**config.mk**
```make
export PLATFORM = sky130hd
export DESIGN_NAME = queue_slot_ctrl
export DESIGN_NICKNAME = d
export VERILOG_FILES = /design/src/rtl/queue_slot_ctrl_pkg.sv /design/src/rtl/onehot_ring_ptr.sv /design/src/rtl/queue_slot_ctrl.sv
export SDC_FILE = /design/constraint.sdc
export NUM_CORES = 1
export LEC_CHECK = 0
export CAP_MARGIN = 20
export CORE_MARGIN = 1.5
export CORE_UTILIZATION = 45
export DETAILED_ROUTE_END_ITERATION = 7
export GPL_ROUTABILITY_DRIVEN = 0
export PLACE_DENSITY = 0.74
export SLEW_MARGIN = 25
export SYNTH_ARGS = -nofsm -noshare
export SYNTH_HDL_FRONTEND = slang
export SYNTH_HIERARCHICAL = 1
export SYNTH_SLANG_ARGS = --single-unit
```
**constraint.sdc**
```tcl
create_clock -name clk -period 2 [get_ports clk]
set_input_delay 0.2 -clock clk [delete_from_list [all_inputs] [get_ports clk]]
set_output_delay 0.2 -clock clk [all_outputs]
set_load 0.005 [all_outputs]
```
**src/rtl/queue_slot_ctrl_pkg.sv**
```systemverilog
// Shared definitions for the slot-queue bookkeeping stage: default depth and FSM state encodings.
// QUEUE_DEPTH may be overridden by defining the QUEUE_DEPTH macro before this file.
`ifndef QUEUE_DEPTH
`define QUEUE_DEPTH 8
`endif

package queue_slot_ctrl_pkg;

    localparam int QSC_DEFAULT_DEPTH = `QUEUE_DEPTH;

    typedef enum logic [1:0] {
        QSC_EMPTY   = 2'd0,
        QSC_PARTIAL = 2'd1,
        QSC_FULL    = 2'd2
    } qsc_state_e;

endpackage

```
**src/rtl/onehot_ring_ptr.sv**
```systemverilog
// One-hot slot pointer that rotates left by one position per advance, wrapping MSB to bit 0.
// Reset and clear both return the pointer to slot 0.
module onehot_ring_ptr #(
    parameter int WIDTH = 8
) (
    input  logic             clk,
    input  logic             reset,
    input  logic             clear,
    input  logic             advance,
    output logic [WIDTH-1:0] ptr
);

    logic [WIDTH-1:0] ptr_q;

    // NOTE: state registers use non-blocking assignments so every flop samples pre-edge values.
    always_ff @(posedge clk) begin
        if (reset || clear) begin
            ptr_q <= WIDTH'(1);
        end else if (advance) begin
            ptr_q <= {ptr_q[WIDTH-2:0], ptr_q[WIDTH-1]};
        end
    end

    assign ptr = ptr_q;

endmodule

```
**src/rtl/queue_slot_ctrl.sv**
```systemverilog
// Slot-queue bookkeeping: occupancy bitmap, one-hot write/read pointers, FIFO-order acceptance.
// Optional entry counter and occupancy port enabled by defining QSC_OCCUPANCY_EN.
module queue_slot_ctrl
    import queue_slot_ctrl_pkg::*;
#(
    parameter int QUEUE_DEPTH = QSC_DEFAULT_DEPTH
) (
    input  logic                   clk,
    input  logic                   reset,
    input  logic                   wr_en,
    input  logic                   rd_en,
    input  logic                   flush,
    output logic [QUEUE_DEPTH-1:0] status,
    output logic [QUEUE_DEPTH-1:0] wr_sel,
    output logic [QUEUE_DEPTH-1:0] rd_sel,
    output logic                   wr_ack,
    output logic                   rd_ack,
    output logic                   ovf_err,
    output logic                   udf_err
`ifdef QSC_OCCUPANCY_EN
    ,
    output logic [$clog2(QUEUE_DEPTH):0] occupancy
`endif
);

    logic [QUEUE_DEPTH-1:0] status_q, status_d;
    logic [QUEUE_DEPTH-1:0] wr_ptr, rd_ptr;
    qsc_state_e             state_q, state_d;
    logic                   ovf_err_q, ovf_err_d;
    logic                   udf_err_q, udf_err_d;

    onehot_ring_ptr #(.WIDTH(QUEUE_DEPTH)) u_wr_ptr (
        .clk     (clk),
        .reset   (reset),
        .clear   (flush),
        .advance (wr_ack),
        .ptr     (wr_ptr)
    );

    onehot_ring_ptr #(.WIDTH(QUEUE_DEPTH)) u_rd_ptr (
        .clk     (clk),
        .reset   (reset),
        .clear   (flush),
        .advance (rd_ack),
        .ptr     (rd_ptr)
    );

    // Acceptance looks only at the addressed slot, so a full queue never writes through a same-cycle read.
    assign wr_ack = wr_en & ~flush & ~|(status_q & wr_ptr);
    assign rd_ack = rd_en & ~flush &  |(status_q & rd_ptr);

    // NOTE: every always_comb output gets a default first so no path can infer a latch.
    always_comb begin
        status_d  = status_q;
        state_d   = state_q;
        ovf_err_d = ovf_err_q | (wr_en & ~flush & (state_q == QSC_FULL));
        udf_err_d = udf_err_q | (rd_en & ~flush & (state_q == QSC_EMPTY));

        if (flush) begin
            status_d = '0;
            state_d  = QSC_EMPTY;
        end else begin
            if (wr_ack) status_d = status_d | wr_ptr;
            if (rd_ack) status_d = status_d & ~rd_ptr;

            unique case (state_q)
                QSC_EMPTY: begin
                    if (wr_ack) state_d = QSC_PARTIAL;
                end
                QSC_PARTIAL: begin
                    if (wr_ack && !rd_ack && (&(status_q | wr_ptr))) begin
                        state_d = QSC_FULL;
                    end else if (rd_ack && !wr_ack && ((status_q & ~rd_ptr) == '0)) begin
                        state_d = QSC_EMPTY;
                    end
                end
                QSC_FULL: begin
                    if (rd_ack) state_d = QSC_PARTIAL;
                end
                default: state_d = QSC_EMPTY;
            endcase
        end
    end

    always_ff @(posedge clk) begin
        if (reset) begin
            status_q  <= '0;
            state_q   <= QSC_EMPTY;
            ovf_err_q <= 1'b0;
            udf_err_q <= 1'b0;
        end else begin
            status_q  <= status_d;
            state_q   <= state_d;
            ovf_err_q <= ovf_err_d;
            udf_err_q <= udf_err_d;
        end
    end

    assign status  = status_q;
    assign wr_sel  = wr_ptr;
    assign rd_sel  = rd_ptr;
    assign ovf_err = ovf_err_q;
    assign udf_err = udf_err_q;

`ifdef QSC_OCCUPANCY_EN
    localparam int OCC_W = $clog2(QUEUE_DEPTH) + 1;

    logic [OCC_W-1:0] occupancy_q, occupancy_d;

    always_comb begin
        occupancy_d = occupancy_q;
        if (flush) begin
            occupancy_d = '0;
        end else if (wr_ack && !rd_ack) begin
            occupancy_d = occupancy_q + OCC_W'(1);
        end else if (rd_ack && !wr_ack) begin
            occupancy_d = occupancy_q - OCC_W'(1);
        end
    end

    always_ff @(posedge clk) begin
        if (reset) begin
            occupancy_q <= '0;
        end else begin
            occupancy_q <= occupancy_d;
        end
    end

    assign occupancy = occupancy_q;
`endif

endmodule
```
==> summary.txt <==
Run status
  – Status: completed

GRT
  – Gr usage total: 20.81%
  – First-pass GRT wire length: 5.181 mm
  – Largest net degree at the start of global routing: 22
  – Vias in the first global route: 1027
  – Global route overflow: 0
  – Initial antenna violation count: 0

Power and ir drop
  – Clk pwr share: 30.1%
  – Comb pwr share: 7.3%
  – Power per Cell Area: 534.2 mW/mm²
  – Sequential Power Share: a little over three fifths
  – Design Power: roughly 0.00091 W
  – NetSw: 0.0002023 W
  – Internal power: roughly 0.00071 W
  – Max IR drop VDD: 0.0004305 V
  – Leak pwr: ~0.55 nW
  – Sw Share: 22.27%

Logic synthesis
  – Leading cell types by count after synthesis: dfxtp_1, nor2_1, mux2i_1
  – Mean Syn Cell Area: 9.884 µm²
  – Post-synth top flop: dfxtp_1
  – Top cell type's share of synthesized area: about 44%
  – Yosys warns: 6
  – FFs w/ async S/R, synth: 0%
  – Cell area after synthesis: 0.001285 mm²
  – Yosys cell types: 29
  – Net count after synthesis: 135
  – Post-Syn Instances: 130
  – Post-synth EDFFs: 0
  – Share of the yosys chip area belonging to registers: a little over two fifths
  – Seq cells post-synth: 28
  – Top cells by area, synth: dfxtp_1, mux2i_1, a211oi_2, nor2_1, a22oi_1
  – Most common cell in the netlist: dfxtp_1
  – Synth area leader: dfxtp_1

Finish
  – Ant diodes: 0
  – Layout cells sized above 1: 19.16%
  – Reg area: around 570 µm²
  – Area grow syn2layout: 32.33%
  – # nets final: 173
  – Multi-input gate area: 656.9 µm²
  – FILL cells: 244
  – Finished Layout Cells: 198

Die
  – Initial core utilization: 47.00%
  – # IOs: 33
  – Total core area: ~0.0027 mm²
  – Die Y: 56.44 µm
  – FP Rows: 19
  – Die span in x: 56.44 µm
  – Die Area: 0.003185 mm²

Placement
  – HPWL Detailed: 2.245 mm
  – Port-buffer cells: 32
  – Placed insts: 194

Setup path
  – CP peak stage delay: approximately 0.54 ns
  – CP startpoint: status[2]
  – Req. time, crit path: 1.80 ns
  – Critical Path Sink Type: output port
  – Crit path buf inv count: 1
  – CP Cell Sequence: a22oi_1, a41oi_2, clkdlybuf4s50_1
  – CP max-delay cell: clkdlybuf4s50_1
  – RR Startpoint: u_wr_ptr/ptr[4]
  – Startpoint types: flip-flop
  – Crit-path max FO: 6
  – CP Class: flip-flop to output port
  – CP delay by family, top: buffers and inverters
  – Critical Path AT: 1.74 ns

Clock tree
  – Clock slew at reported path FFs: roughly 0.15 ns
  – CTS buffer count: 3
  – Sink Count: 28
  – Clk Latency, worst-skew pair: 0.33 ns
  – Root buf cell: clkbuf_4
  – Clock Tree Buf Depth: 2
  – CTS tree: yes
  – Post-CTS setup buffer count: 0
  – H-tree levels: 1
  – Post-CTS Hold Buffers: 0

STA
  – Unrepaired setup endpoints after global routing: false
  – Final max-slew violation count: 0
  – Final Critical Period: roughly 1.9 ns
  – Final critical-path share of the clock period: a little under 100%
  – Least-Margin Pin Slew: approximately 0.40 ns
  – Max Freq: 0.5166 GHz
  – Slew Limit Headroom: 72.45%
  – Setup TNS: 0 ns
  – Final worst clock skew: 0.007724 ns
  – Endpoints failing setup: 0
  – Final-report hold violation count: 0

Drt
  – DRC: 0
  – Vias/cell: 5.763
  – TritonRoute pass-1 iters: 5
  – Total routed wirelength: 3.163 mm
  – Routed Antenna Nets: 0
  – First DRT Iteration DRCs: 71
  – Vias: between 1000 and 1500
  – Wire length per cell: 15.97 µm

Min path
  – Hold WC Path Type: flip-flop to flip-flop
  – Worst Hold Launch: udf_err

Flow run
  – Max_cap viols: 0
==> cell usage in the layout (no fill, tap or decap) <==
cell and count:
nand3_1 1, nor2b_1 5, clkbuf_4 3, o31ai_1 1, o21ai_0 1, a211oi_1 1
or2_1 2, dlygate4sd2_1 1, o21ba_2 1, nor2_1 19, nor3_1 3, a21oi_2 1
nand4b_1 1, a2111oi_0 1, o2111ai_1 1, or2_2 1, a211o_1 2, a31o_2 1
a21oi_1 8, mux2i_1 14, o22ai_1 3, inv_1 6, nand2b_1 3, a211oi_2 10
clkdlybuf4s50_1 31, clkbuf_8 1, dfxtp_2 5, a22oi_1 6, dfxtp_1 23, buf_4 8
a222oi_1 2, a41oi_2 1
==> area by class of cell <==
cell class,instances,area share [%]
well taps,31,2.281
flip-flops and latches,28,33.33
inverters,6,1.325
multi-input cells,89,38.63
repair buffers,40,22.30
clock buffers,4,2.134
==> layer usage <==
metal / vias up / routed length, µm / track usage (%)
met2: 48 / 1518 / 31.56
met5: - / 0 / 0
li1: 553 / - / -
met3: 6 / 166 / 5.530
met4: 0 / 22 / 5.782
met1: 534 / 1455 / 29.06
==> worst reg2reg max path: cells and delay by family (launching register included) <==
family	cells	cell delay (ns)
buffers and inverters	1	0.30
flip-flops	1	0.34
AO/OA/AOI/OAI	3	0.73
AND/OR/NAND/NOR	2	0.27
==> stage by stage <==
step	utilization [%]	hold slack, ns	setup slack, ns	cell area [µm²]
3_3_place_gp	60.69	0.4543	0.1705	1659
3_5_place_dp	60.69	0.4659	0.09469	1659
2_1_floorplan	-	0.2713	0.1692	1285
6_report	62.20	0.5014	0.06428	1700
5_1_grt	62.20	0.4959	0.004006	1700
4_1_cts	62.01	0.4949	0.01618	1695
==> cells by family (layout without fill, tap and decap cells) <==
logic type	count (synthesis)	after routing	share of synthesized area, %
AO/OA/AOI/OAI	40	40	26.49
flip-flops	28	28	43.62
multiplexers	14	14	10.91
AND/OR/NAND/NOR	35	35	13.14
buffers and inverters	13	50	5.841
==> repair_timing <==
action                                  4_1_cts  5_1_grt
endpoints found under the setup margin        1        1
resized for setup                             2        4
pin swaps                                     1        0
==> power by group through the flow <==
stage / clock network, W / registers, W / logic, W
global route: 0.000307 / 0.000569 / 0.0000709
detailed placement: 0 / 0.000580 / 0.0000671
finish: 0.000274 / 0.000568 / 0.0000664
global placement: 0 / 0.000580 / 0.0000654
floorplan: 0 / 0.000580 / 0.0000435
CTS: 0.000281 / 0.000568 / 0.0000665
==> final timing paths <==
kind	to	slack [ns]	depth (start not counted)
worst max-delay path	rd_ack	0.06	3
worst min-delay path	udf_err	0.50	2
worst max register to register	state_q[1]	0.29	6
worst min register to register	udf_err	0.50	2
==> sequential cells by signal, summed over array words and instances, names as in the netlist <==
signal	count
udf_err	1
status	8
u_rd_ptr/ptr	8
u_wr_ptr/ptr	8
state_q	2
ovf_err	1
Note: power is estimated with default switching activity, not from simulation.
==> edit 1: new RTL, config.mk and constraints unchanged <==
Put one more register stage on the output `status`. The value now appears one clock later. The other outputs are not delayed to match.
--- a/src/rtl/queue_slot_ctrl.sv
+++ b/src/rtl/queue_slot_ctrl.sv
@@ -97,5 +97,7 @@
     end
 
-    assign status  = status_q;
+    always_ff @(posedge clk) begin
+        status <= status_q;
+    end
     assign wr_sel  = wr_ptr;
     assign rd_sel  = rd_ptr;
Check against the original RTL: not equivalent (Yosys sat finds a counterexample within 4 cycles, from zero or initial values and one cycle with reset high).
==> edit 1 against the original RTL <==
  * Sequential power grew 28%
  * Routed wire length grew 2.0%
  * Utilization grew 0.098 points
  * Global-route usage shrank 0.72 points
  * Largest power group unchanged
  * Area after synthesis grew 13%
  * Worst hold slack lost 0.083 ns
  * Sequential cell count grew 8
  * Total power grew 32%
  * Largest cell class is now registers
  * Clock skew shrank 0.0045 ns
  * Worst setup slack gained 0.043 ns
  * Sequential share of layout area grew 4.8 points
  * Final cell count grew 13%
  * Design area grew 12%
==> edit 1: results (changes against the original RTL) <==
| Metric | Value |
|---|---|
| Area contributors post-synth | `dfxtp_1 50%, mux2i_1 9.7%, a211oi_2 9.5%, nor2_1 4.9%, a21oi_1 3.1%` |
| Multi-input gate area | `658.1 um2 (+0.19%)` |
| Hold WS | `0.4189 ns (-0.08252 ns)` |
| Arrival time worst endpoint | `1.69 ns (-0.05 ns)` |
| Fraction of area in multi-input gates | `34.61% (-4.0 points)` |
| Leakage power | `0.6282 nW (+15%)` |
| Total core area | `3053 um2 (+12%)` |
| Avg Inst Size Synth | `10.48 um2 (+6.0%)` |
| Total power | `1.197 mW (+32%)` |
| First-pass GRT wire length | `5.361 mm (+3.5%)` |
| Fin Clk Skew | `0.003269 ns (-0.004455 ns)` |
| FILL cells | `268 (+9.8%)` |
| Layout non-clock buf frac | `19.93% (-2.4 points)` |
| CP peak stage delay | `0.47 ns (-0.07 ns)` |
| Hold depth | `0 (-2)` |
| Peak supply drop | `0.0003677 V (-15%)` |
| DRT iter0 DRCs | `39 (-45%)` |
| Total GRT Usage | `20.09% (-0.72 points)` |
| Status | `complete, no violations` |
| Fin cells | `223 (+13%)` |
| Clock network area share | `3.224% (+1.1 points)` |
| Slew headroom | `71.14% (-1.3 points)` |
| Sw Share | `23.04% (+0.78 points)` |
| CTS H-tree lvls | `2 (+1)` |
| Dpl ws | `0.1327 ns (+0.03800 ns)` |
| Number of global-route vias before repair | `1,122 (+9.3%)` |
| Area after DPL | `1837 um2 (+11%)` |
| Number of CTS-inserted buffers | `5 (+2)` |
| CTS resizes | `1 (-1)` |
| CP Max Fanout | `5 (-1)` |
| Yosys cell types | `27 (-6.9%)` |
| Proportion of layout cells with a drive suffix above 1 | `18.99% (-0.17 points)` |
| DP HPWL | `2.274 mm (+1.3%)` |
| Seq cells | `36 (+29%)` |
| Nets | `183 (+5.8%)` |
-- edit 1: cell types whose count changed after synthesis, sizes merged --
cell   before  now
dfxtp      28   36
-- edit 1: kinds of logic after synthesis --
| logic type | synth area share, % |
|---|---|
| flops | 49.83 |
| mux | 9.688 |
| compound gates | 23.62 |
| simple gates | 11.68 |
| buf+inv | 5.189 |
-- edit 1: metal layers --
metal / up-vias / share of wire [%] / GRT usage [%]
met1: 583 / 46 / 26.22
met3: 2 / 6.6 / 6.277
met5: - / 0 / 0
met4: 0 / 0.68 / 5.714
met2: 51 / 47 / 31.99
li1: 583 / - / -
-- edit 1: final timing paths --
check / to / startpoint
setup / recovery: rd_ack / status_q[4]$_SDFF_PP0_
hold / removal: status[6]$_DFF_P_ / status_q[6]$_SDFF_PP0_
setup reg to reg: state_q[1]$_SDFFE_PP0P_ / u_wr_ptr/ptr[5]$_SDFFE_PP0P_
hold reg to reg: status[6]$_DFF_P_ / status_q[6]$_SDFF_PP0_
==> edit 2: new RTL, same settings <==
Made on the original files. Build with the macro `QSC_OCCUPANCY_EN` defined.
--- a/src/rtl/queue_slot_ctrl.sv
+++ b/src/rtl/queue_slot_ctrl.sv
@@ -1,4 +1,6 @@
 // Slot-queue bookkeeping: occupancy bitmap, one-hot write/read pointers, FIFO-order acceptance.
 // Optional entry counter and occupancy port enabled by defining QSC_OCCUPANCY_EN.
+`define QSC_OCCUPANCY_EN
+
 module queue_slot_ctrl
     import queue_slot_ctrl_pkg::*;
Behaviour (old outputs only; new: occupancy): unchanged (equiv_simple and equiv_induct, registers matched by name and starting in step).
==> edit 2 against the original RTL <==
  * The flow now finishes with violations (setup timing)
  * Global-route usage rose by 6.0 points
  * Sequential share of layout area is 6.5 points lower
  * Non-clock buffer count is 38 higher
  * Utilization increased by 10 points
  * Worst setup slack got worse by 0.46 ns
  * Sequential cell count rose by 4
  * Routed wire length is 52% higher
  * Synthesized cell count grew 26%
  * Area after synthesis is 22% higher
  * First-iteration DRC count increased by 51%
  * Die area rose by 21%
  * Design area is 42% higher
Power is not compared: it rests on default switching activity, and its combinational part moved more than twofold at a synthesized area within 25%.
==> edit 2: results (changes against the original RTL) <==
| Metric | Value |
|---|---|
| Clock Latency Late Sink | `0.35 ns (+0.02 ns)` |
| TritonRoute pass-1 iters | `4 (-1)` |
| Fin Clk Skew | `0.009486 ns (+0.001762 ns)` |
| Area contributors post-synth | `dfxtp_1 41%, mux2i_1 10%, nor2_1 6.0%, a211oi_2 3.2%, ha_1 3.2%` |
| Clock transition at path regs | `0.10 ns (-0.05 ns)` |
| Slew headroom | `75.24% (+2.8 points)` |
| Final WS setup | `-0.3917 ns (-0.4560 ns)` |
| Proportion of layout cells with a drive suffix above 1 | `30.71% (+12 points)` |
| CTS H-tree lvls | `2 (+1)` |
| Peak supply drop | `0.0004387 V` |
| Dpl ws | `-0.5715 ns (-0.6662 ns)` |
| Via-per-instance ratio | `5.523 (-4.2%)` |
| Status | `finished, violations left` |
| Seq/Total Area, Yosys | `40.73% (-2.9 points)` |
| Area after DPL | `2241 um2 (+35%)` |
| Port Buf Inserts | `36 (+13%)` |
| Hold WS | `0.4499 ns (-0.05157 ns)` |
| Final setup vio count | `4 (+4)` |
| WL per Instance | `16.72 um (+4.7%)` |
| Largest net degree at the start of global routing | `16 (-27%)` |
| Failing checks | `setup timing` |
| Arrival time worst endpoint | `2.65 ns (+0.91 ns)` |
| Syn nets | `174 (+29%)` |
| Yosys cell types | `41 (+41%)` |
| Number of CTS-inserted buffers | `5 (+2)` |
| Nets | `250 (+45%)` |
| Number of global-route vias before repair | `1,589 (+55%)` |
| Mapped Cells | `164 (+26%)` |
| DRT iter0 DRCs | `107 (+51%)` |
| FILL cells | `257 (+5.3%)` |
| Total GRT Usage | `26.79% (+6.0 points)` |
| Sum Neg Setup Slack | `-1.198 ns (-1.198 ns)` |
| First-pass GRT wire length | `8.031 mm (+55%)` |
| Top cells by count, synth | `32 x dfxtp_1, 25 x nor2_1, 16 x mux2i_1` |
| Post-Route WL | `4.800 mm (+52%)` |
| CP Max Fanout | `3 (-3)` |
| Placed Cells incl. Taps | `273 (+41%)` |
| DP HPWL | `3.422 mm (+52%)` |
edit 2: cell count changes after synthesis, moves of 3 or more:
| cell | unedited run | this run |
|---|---|---|
| dfxtp_1 | 28 | 32 |
| nor2_1 | 19 | 25 |
| nand2b_1 | 3 | 6 |
| nor2b_1 | 5 | 2 |
| ha_1 | 0 | 4 |
| a31oi_1 | 0 | 6 |
| a21oi_1 | 8 | 5 |
| a221oi_2 | 0 | 3 |
| inv_1 | 6 | 10 |
| a211oi_2 | 10 | 4 |
| nand3_1 | 1 | 5 |
edit 2: worst paths after layout:
path	startpoint	end	cells past startpoint
max	u_wr_ptr/ptr[2]$_SDFFE_PP0P_	occupancy[3]$_SDFFE_PP0P_	10
min	udf_err$_SDFF_PP0_	udf_err$_SDFF_PP0_	2
max reg2reg	u_wr_ptr/ptr[2]$_SDFFE_PP0P_	occupancy[3]$_SDFFE_PP0P_	10
min reg2reg	udf_err$_SDFF_PP0_	udf_err$_SDFF_PP0_	2
edit 2: routing by layer:
| layer | part of all wire, % | global-route usage (%) |
|---|---|---|
| met1 | 42 | 32.27 |
| met5 | 0 | 0 |
| met3 | 5.8 | 6.884 |
| met4 | 1.6 | 9.444 |
| met2 | 51 | 46.33 |
edit 2: cell type report:
type	count	area, um2	share of cell area [%]
repair buffers	78	719.4	29.87
flip-flops and latches	32	646.9	26.86
multi-input cells	113	883.3	36.68
clock inverters	2	10.01	0.4156
clock buffers	6	51.30	2.130
well taps	46	57.56	2.390
inverters	10	40.04	1.662
edit 2: cell families (layout without fill, tap and decap cells):
| family | Yosys count | after routing | synth area share, % |
|---|---|---|---|
| and+or+nand+nor | 49 | 49 | 15.04 |
| muxes | 17 | 17 | 10.90 |
| AOI/OAI and AO/OA | 40 | 40 | 21.48 |
| xor gates and xnor gates | 2 | 2 | 1.114 |
| adders and majority gates | 5 | 5 | 4.455 |
| buffers and inverters | 19 | 96 | 6.285 |
| DFF | 32 | 32 | 40.73 |
edit 2: critical path, stage by stage, from the launching register on:
cell and delay, ns:
dfxtp_2 0.33, a222oi_1 0.30, and3_1 0.22, and2_4 0.16
ha_4 0.14, inv_4 0.04, ha_4 0.20, a21o_1 0.17
a21oi_2 0.16, mux2i_1 0.22, mux2_2 0.35
edit 2: what timing repair did:
action,in CTS,in global routing
cloned,1,0
resized for setup,9,3
pin swaps,5,7
endpoints found under the setup margin,5,7
buffers inserted,4,2
edit 2: report_power, final:
part	internal, mW	switching [mW]
Combinational	0.0769	0.0680
Clock	0.167	0.233
Sequential	0.645	0.00847
